[src/rtl/riscv_ctrl_pkg.sv]
// Shared encodings for the ID/EX control decoder: opcodes, operand/result selects,
// the control-word layout and the MUL/DIV sequencer state.
package riscv_ctrl_pkg;

  localparam logic [6:0] OP_LOAD   = 7'b0000011;
  localparam logic [6:0] OP_STORE  = 7'b0100011;
  localparam logic [6:0] OP_RTYPE  = 7'b0110011;
  localparam logic [6:0] OP_IALU   = 7'b0010011;
  localparam logic [6:0] OP_BRANCH = 7'b1100011;
  localparam logic [6:0] OP_JAL    = 7'b1101111;
  localparam logic [6:0] OP_JALR   = 7'b1100111;
  localparam logic [6:0] OP_LUI    = 7'b0110111;
  localparam logic [6:0] OP_AUIPC  = 7'b0010111;
  localparam logic [6:0] OP_NOP    = 7'b0000000;

  localparam logic [6:0] F7_MEXT   = 7'b0000001;

  localparam logic [2:0] IMM_I = 3'b000;
  localparam logic [2:0] IMM_S = 3'b001;
  localparam logic [2:0] IMM_B = 3'b010;
  localparam logic [2:0] IMM_J = 3'b011;
  localparam logic [2:0] IMM_U = 3'b100;

  localparam logic [1:0] RES_ALU    = 2'b00;
  localparam logic [1:0] RES_MEM    = 2'b01;
  localparam logic [1:0] RES_PC4    = 2'b10;
  localparam logic [1:0] RES_PC_IMM = 2'b11;

  localparam logic [1:0] ALUOP_ADD   = 2'b00;
  localparam logic [1:0] ALUOP_SUB   = 2'b01;
  localparam logic [1:0] ALUOP_FUNCT = 2'b10;
  localparam logic [1:0] ALUOP_PASSB = 2'b11;

  // Wide enough to hold any latency in 1..16.
  localparam int CNT_W = $clog2(16) + 1;

  typedef struct packed {
    logic       reg_write;
    logic       alu_src;
    logic       mem_write;
    logic       branch;
    logic       jump;
    logic [2:0] imm_src;
    logic [1:0] result_src;
    logic [1:0] alu_op;
    logic       md;
    logic [2:0] md_op;
    logic       illegal;
  } ctrl_t;

  typedef enum logic {
    ST_IDLE = 1'b0,
    ST_BUSY = 1'b1
  } state_t;

endpackage

[src/rtl/ctrl_decode_comb.sv]
// Pure combinational decode of opcode/funct fields into the control word,
// plus the EX occupancy of a MUL/DIV op.
module ctrl_decode_comb
  import riscv_ctrl_pkg::*;
#(
  parameter int EN_MEXT = 1,
  parameter int MUL_LAT = 2,
  parameter int DIV_LAT = 8
) (
  input  logic [6:0]       op_i,
  input  logic [2:0]       funct3_i,
  input  logic [6:0]       funct7_i,
  output ctrl_t            ctrl_o,
  output logic             nop_o,
  output logic [CNT_W-1:0] lat_o
);

  // Opcode decode table; unknown opcodes leave only the illegal flag set.
  always_comb begin
    ctrl_o = '0;
    nop_o  = 1'b0;
    lat_o  = funct3_i[2] ? CNT_W'(DIV_LAT) : CNT_W'(MUL_LAT);
    case (op_i)
      OP_LOAD: begin
        ctrl_o.reg_write  = 1'b1;
        ctrl_o.imm_src    = IMM_I;
        ctrl_o.alu_src    = 1'b1;
        ctrl_o.result_src = RES_MEM;
        ctrl_o.alu_op     = ALUOP_ADD;
      end
      OP_STORE: begin
        ctrl_o.mem_write = 1'b1;
        ctrl_o.imm_src   = IMM_S;
        ctrl_o.alu_src   = 1'b1;
      end
      OP_RTYPE: begin
        if (funct7_i == F7_MEXT) begin
          if (EN_MEXT != 0) begin
            ctrl_o.reg_write = 1'b1;
            ctrl_o.alu_op    = ALUOP_FUNCT;
            ctrl_o.md        = 1'b1;
            ctrl_o.md_op     = funct3_i;
          end else begin
            ctrl_o.illegal = 1'b1;
          end
        end else begin
          ctrl_o.reg_write = 1'b1;
          ctrl_o.alu_op    = ALUOP_FUNCT;
        end
      end
      OP_IALU: begin
        ctrl_o.reg_write = 1'b1;
        ctrl_o.imm_src   = IMM_I;
        ctrl_o.alu_src   = 1'b1;
        ctrl_o.alu_op    = ALUOP_FUNCT;
      end
      OP_BRANCH: begin
        ctrl_o.branch  = 1'b1;
        ctrl_o.imm_src = IMM_B;
        ctrl_o.alu_op  = ALUOP_SUB;
      end
      OP_JAL: begin
        ctrl_o.reg_write  = 1'b1;
        ctrl_o.imm_src    = IMM_J;
        ctrl_o.jump       = 1'b1;
        ctrl_o.result_src = RES_PC4;
      end
      OP_JALR: begin
        ctrl_o.reg_write  = 1'b1;
        ctrl_o.imm_src    = IMM_I;
        ctrl_o.alu_src    = 1'b1;
        ctrl_o.jump       = 1'b1;
        ctrl_o.result_src = RES_PC4;
      end
      OP_LUI: begin
        ctrl_o.reg_write = 1'b1;
        ctrl_o.imm_src   = IMM_U;
        ctrl_o.alu_src   = 1'b1;
        ctrl_o.alu_op    = ALUOP_PASSB;
      end
      OP_AUIPC: begin
        ctrl_o.reg_write  = 1'b1;
        ctrl_o.imm_src    = IMM_U;
        ctrl_o.result_src = RES_PC_IMM;
      end
      OP_NOP: begin
        nop_o = 1'b1;
      end
      default: begin
        ctrl_o.illegal = 1'b1;
      end
    endcase
  end

endmodule

[src/rtl/ctrl_decode_stage.sv]
// ID/EX control register with MUL/DIV occupancy sequencing and backpressure
// toward the D stage.
module ctrl_decode_stage
  import riscv_ctrl_pkg::*;
#(
  parameter int EN_MEXT = 1,
  parameter int MUL_LAT = 2,
  parameter int DIV_LAT = 8
) (
  input  logic       clk,
  input  logic       rst,
  input  logic       valid_d,
  input  logic [6:0] op_d,
  input  logic [2:0] funct3_d,
  input  logic [6:0] funct7_d,
  input  logic       stall_d,
  input  logic       flush_e,
  output logic       busy_o,
  output logic       valid_e,
  output logic       reg_write_e,
  output logic       alu_src_e,
  output logic       mem_write_e,
  output logic       branch_e,
  output logic       jump_e,
  output logic [2:0] imm_src_e,
  output logic [1:0] result_src_e,
  output logic [1:0] alu_op_e,
  output logic       md_e,
  output logic [2:0] md_op_e,
  output logic       md_start_e,
  output logic       md_done_o,
  output logic       illegal_e
);

  ctrl_t            dec_s;
  logic             nop_s;
  logic [CNT_W-1:0] lat_s;

  ctrl_t            e_q,     e_d;
  logic             vld_q,   vld_d;
  logic             start_q, start_d;
  state_t           state_q, state_d;
  logic [CNT_W-1:0] cnt_q,   cnt_d;

  ctrl_decode_comb #(
    .EN_MEXT (EN_MEXT),
    .MUL_LAT (MUL_LAT),
    .DIV_LAT (DIV_LAT)
  ) u_dec (
    .op_i     (op_d),
    .funct3_i (funct3_d),
    .funct7_i (funct7_d),
    .ctrl_o   (dec_s),
    .nop_o    (nop_s),
    .lat_o    (lat_s)
  );

  // Next E-register contents and sequencer state, in priority order.
  always_comb begin
    e_d     = e_q;
    vld_d   = vld_q;
    start_d = start_q;
    state_d = state_q;
    cnt_d   = cnt_q;
    if (flush_e) begin
      e_d     = '0;
      vld_d   = 1'b0;
      start_d = 1'b0;
      state_d = ST_IDLE;
      cnt_d   = '0;
    end else if (state_q == ST_BUSY) begin
      start_d = 1'b0;
      if (cnt_q == CNT_W'(1)) begin
        state_d = ST_IDLE;
        cnt_d   = '0;
      end else begin
        cnt_d = cnt_q - CNT_W'(1);
      end
    end else if (stall_d || !valid_d) begin
      e_d     = '0;
      vld_d   = 1'b0;
      start_d = 1'b0;
    end else begin
      // A NOP encoding is accepted but enters E as a bubble.
      e_d     = nop_s ? '0 : dec_s;
      vld_d   = ~nop_s;
      start_d = dec_s.md;
      if (dec_s.md && (lat_s > CNT_W'(1))) begin
        state_d = ST_BUSY;
        cnt_d   = lat_s - CNT_W'(1);
      end else begin
        state_d = ST_IDLE;
        cnt_d   = '0;
      end
    end
  end

  // ID/EX register and sequencer state.
  always_ff @(posedge clk or negedge rst) begin
    if (!rst) begin
      e_q     <= '0;
      vld_q   <= 1'b0;
      start_q <= 1'b0;
      state_q <= ST_IDLE;
      cnt_q   <= '0;
    end else begin
      e_q     <= e_d;
      vld_q   <= vld_d;
      start_q <= start_d;
      state_q <= state_d;
      cnt_q   <= cnt_d;
    end
  end

  assign valid_e      = vld_q;
  assign reg_write_e  = e_q.reg_write;
  assign alu_src_e    = e_q.alu_src;
  assign mem_write_e  = e_q.mem_write;
  assign branch_e     = e_q.branch;
  assign jump_e       = e_q.jump;
  assign imm_src_e    = e_q.imm_src;
  assign result_src_e = e_q.result_src;
  assign alu_op_e     = e_q.alu_op;
  assign md_e         = e_q.md;
  assign md_op_e      = e_q.md_op;
  assign md_start_e   = start_q;
  assign illegal_e    = e_q.illegal;

  assign busy_o    = (EN_MEXT != 0) ? (state_q == ST_BUSY) : 1'b0;
  assign md_done_o = vld_q & e_q.md & (state_q == ST_IDLE);

endmodule

[config.mk]
export PLATFORM = sky130hd
export DESIGN_NAME = ctrl_decode_stage
export DESIGN_NICKNAME = d
export VERILOG_FILES = /design/src/rtl/riscv_ctrl_pkg.sv /design/src/rtl/ctrl_decode_comb.sv /design/src/rtl/ctrl_decode_stage.sv
export SDC_FILE = /design/constraint.sdc
export NUM_CORES = 1
export LEC_CHECK = 0
export CAP_MARGIN = 20
export CORE_MARGIN = 8
export CORE_UTILIZATION = 41
export CTS_CLUSTER_DIAMETER = 80
export CTS_CLUSTER_SIZE = 25
export DETAILED_ROUTE_END_ITERATION = 7
export PLACE_DENSITY = 0.85
export SYNTH_ARGS = -nofsm -noshare
export SYNTH_HDL_FRONTEND = slang
export SYNTH_SLANG_ARGS = --single-unit
[constraint.sdc]
create_clock -name clk -period 1.35 [get_ports clk]
set_input_delay 0.135 -clock clk [delete_from_list [all_inputs] [get_ports clk]]
set_output_delay 0.135 -clock clk [all_outputs]
set_load 0.005 [all_outputs]
==> impl_metrics.tcl <==
set metrics [dict create \
    outcome "finished with violations" \
    violations "negative setup slack" \
    grt_pass1_vias 1472 \
    syn2layout_area_growth_pct 74.9 \
    worst_pin_slew_ns 0.367 \
    postCtsHoldBufs 0 \
    firstDrtPassIters 4 \
    start_util_pct 43.7 \
    finalClockSkew_ns 0.00993 \
    clock-root-buffer "clkbuf_4" \
    clkLatencyLatePin_ns 0.33 \
    dp_cells 241 \
    placed_area_mm2 0.00203 \
    max-slew-margin-rel_pct 75.4 \
    wl_met1_um 1790 \
    crit_path_end_kind "flop" \
    fin_cells 263 \
    critical_path_class "reg -> reg" \
    drt_iter0_markers 97 \
    cap_violations 0 \
    crit_end "illegal_e" \
    final_common_cell "buf_4" \
    swShare_pct 26.1 \
    clkTransAtPathRegs_ns 0.15 \
    crit_required_ns 1.62 \
    nets 244 \
    yosysWarnings 0 \
    dieArea_mm2 0.00537 \
    die_w_um 73.3 \
    grt_usage_pct 16.9 \
    synth_fp_nets 158 \
    io_pins 43 \
    power_mw 1.33 \
    wire_per_inst_um 17.5 \
    p_leak_nw 1.22 \
    wl_met2_um 2560 \
    routed.top_layer "met4" \
    synth_edf_count 0 \
    path_max_fanout 4 \
    gp_congestion 0.872 \
    ys_seq_area_share_pct 46.5 \
    p_per_area_mw_per_mm2 565 \
    drive_above_1_share_pct 40.2 \
    numClockSinks 25 \
    die_y_um 73.3 \
    cts_buffer_depth 2 \
    cpLargestDelayFamily "compound AO/OA/AOI/OAI gates" \
    hold_class "in -> async" \
    crit_path_max_incr_delay_ns 0.44 \
    final_area_mm2 0.00235 \
    rsz0062_at_grt "true" \
    r2r_start "busy_o" \
    drt-total-wl_um 4600 \
    grt_max_degree 26 \
    ys_ff_latch 25 \
    num_vias 1387 \
    cts-buffers-inserted 3 \
    clkPwrFrac_pct 26.4 \
    yosys_most_used_dff "dfrtp_1" \
    crit_buf_inv 1 \
    fp.coreArea_mm2 0.00308 \
    final_cell_mix "buf_4, dfrtp_1, dlygate4sd2_1" \
    vdd_drop_max_uv 465 \
    reg2reg_depth 5 \
    timing.rr.end "illegal_e" \
    power_frac_comb_pct 16.8 \
    synthDistinctLibCells 44 \
    n_antenna_cell 0 \
    layout_setup_ws_ns -0.115 \
    crit_cells 5 \
    intPower_mw 0.982 \
    htreeDepth 1 \
    worstPathArrival_ns 1.74 \
    switchingPower_mw 0.347 \
    cp-startpoint "busy_o" \
    port_buffers 42 \
    rows 20 \
    grt_pass1_wl_um 7240 \
    grt-ovfl-total 0 \
    remaining_drc_errors 0 \
    worst_setup_path_start_kind "flop" \
    fin_crit_ns 1.47 \
    syn-instance-count 134 \
    hold_violations 0 \
    clock.fmax_mhz 682 \
    drtAntennaViolNets 0 \
    syn_area_per_cell_um2 10.0 \
    dp_hpwl_um 3260 \
    rrSetupSlack_ns -0.12 \
    netlist_area_mm2 0.00135 \
    finalCritPeriodShare_pct 109 \
    setup_viol 21 \
    wl_met3_um 216 \
    worstPathCellList "buf_6 > nor4b_4 > o41ai_4 > a21oi_1 > a32o_1" \
    crit_slowest_cell "dfrtp_2" \
    viasPerCell 5.27 \
    antenna_found_initial 0 \
    seqPwrFrac_pct 56.8 \
    synthArstFlopShare_pct 100 \
    drv_slew 0 \
    cts_tree "built" \
]
-- flip-flops by register name (all words and copies together), names as in the netlist --
| signal | cells |
|---|---|
| result_src_e | 2 |
| reg_write_e | 1 |
| jump_e | 1 |
| illegal_e | 1 |
| busy_o | 1 |
| md_start_e | 1 |
| alu_src_e | 1 |
| md_op_e | 3 |
| cnt_q | 5 |
| md_e | 1 |
| branch_e | 1 |
| valid_e | 1 |
| mem_write_e | 1 |
| alu_op_e | 2 |
| imm_src_e | 3 |
-- worst reg2reg max path, delay by kind of cell (launching register included) --
kind                   cells  cell delay, ns
AND/OR/NAND/NOR            1            0.37
buffers and inverters      1            0.12
AO/OA/AOI/OAI              3            0.48
flip-flops                 1            0.44
-- cell families after synthesis --
kind of cell | synth area share (%)
multiplexers | 0.744
buffers and inverters | 4.09
adder cells (fa/ha/maj) | 1.86
AND/OR/NAND/NOR | 22.7
XOR/XNOR | 3.26
flip-flops | 46.5
AO/OA/AOI/OAI | 20.8
-- synth_stat cells (2+ instances only) --
cell type	n	share of area, %
dfrtp_1	25	47
nand2_1	15	4.2
a22o_1	8	5.2
o21ai_1	7	2.6
a21oi_1	6	2.2
nor2_1	6	1.7
nor3_1	6	2.2
o21ai_0	6	2.2
nor2b_1	5	2.3
clkbuf_1	4	1.1
inv_1	4	1.1
xor2_1	3	2.0
a32o_1	2	1.5
buf_2	2	0.74
ha_1	2	1.9
nand2b_1	2	0.93
nand3_1	2	0.74
nand4_1	2	0.93
xnor2_1	2	1.3
-- per-layer routing --
layer / GRT usage, % / vias to the layer above
li1: - / 661
met1: 18.1 / 682
met2: 32.6 / 39
met3: 4.49 / 5
met4: 2.22 / 0
met5: 0 / -
-- area by class of cell --
cell class                      instances  area, um2
Inverter                                5       18.8
Timing Repair Buffer                   89        801
Fill cell                             218        726
Tap cell                               44       55.1
Clock buffer                            3       22.5
Sequential cell                        25        627
Multi-Input combinational cell         96        821
Clock inverter                          1       7.51
-- metrics by stage --
stage / util, % / setup TNS [ns] / hold slack, ns / setup slack (ns)
2_1_floorplan: - / -0.186 / -0.161 / -0.140
3_3_place_gp: 66.1 / -10.66 / 0.471 / -0.505
3_5_place_dp: 66.1 / -11.07 / 0.487 / -0.519
4_1_cts: 71.8 / -1.28 / 0.149 / -0.150
5_1_grt: 76.4 / -2.64 / 0.175 / -0.202
6_report: 76.4 / -1.38 / 0.141 / -0.115
-- power groups by stage --
stage | logic [mW] | registers [mW] | clock network, mW
6_report | 0.223 | 0.754 | 0.351
4_1_cts | 0.217 | 0.754 | 0.356
2_1_floorplan | 0.0741 | 0.769 | 0
5_1_grt | 0.242 | 0.755 | 0.383
3_3_place_gp | 0.210 | 0.769 | 0
3_5_place_dp | 0.215 | 0.768 | 0
-- worst min-delay path by stage --
stage	startpoint	end	slack, ns	depth (start not counted)
after detailed placement	jump_e	jump_e	0.49	2
final	rst	cnt_q[2]	0.14	2
after global routing	rst	cnt_q[0]	0.18	2
after floorplan	rst	alu_op_e[0]	-0.16	0
after global placement	alu_op_e[0]	alu_op_e[0]	0.47	1
after CTS	rst	cnt_q[2]	0.15	2
-- what timing repair did --
| action | 4_1_cts | 5_1_grt |
|---|---|---|
| setup buffers | 12 | 6 |
| pin swaps | 14 | 18 |
| endpoints found under the setup margin | 43 | 31 |
| resized for setup | 47 | 27 |
| cloned | 0 | 1 |
No activity file was read; power rests on OpenSTA's default activity.
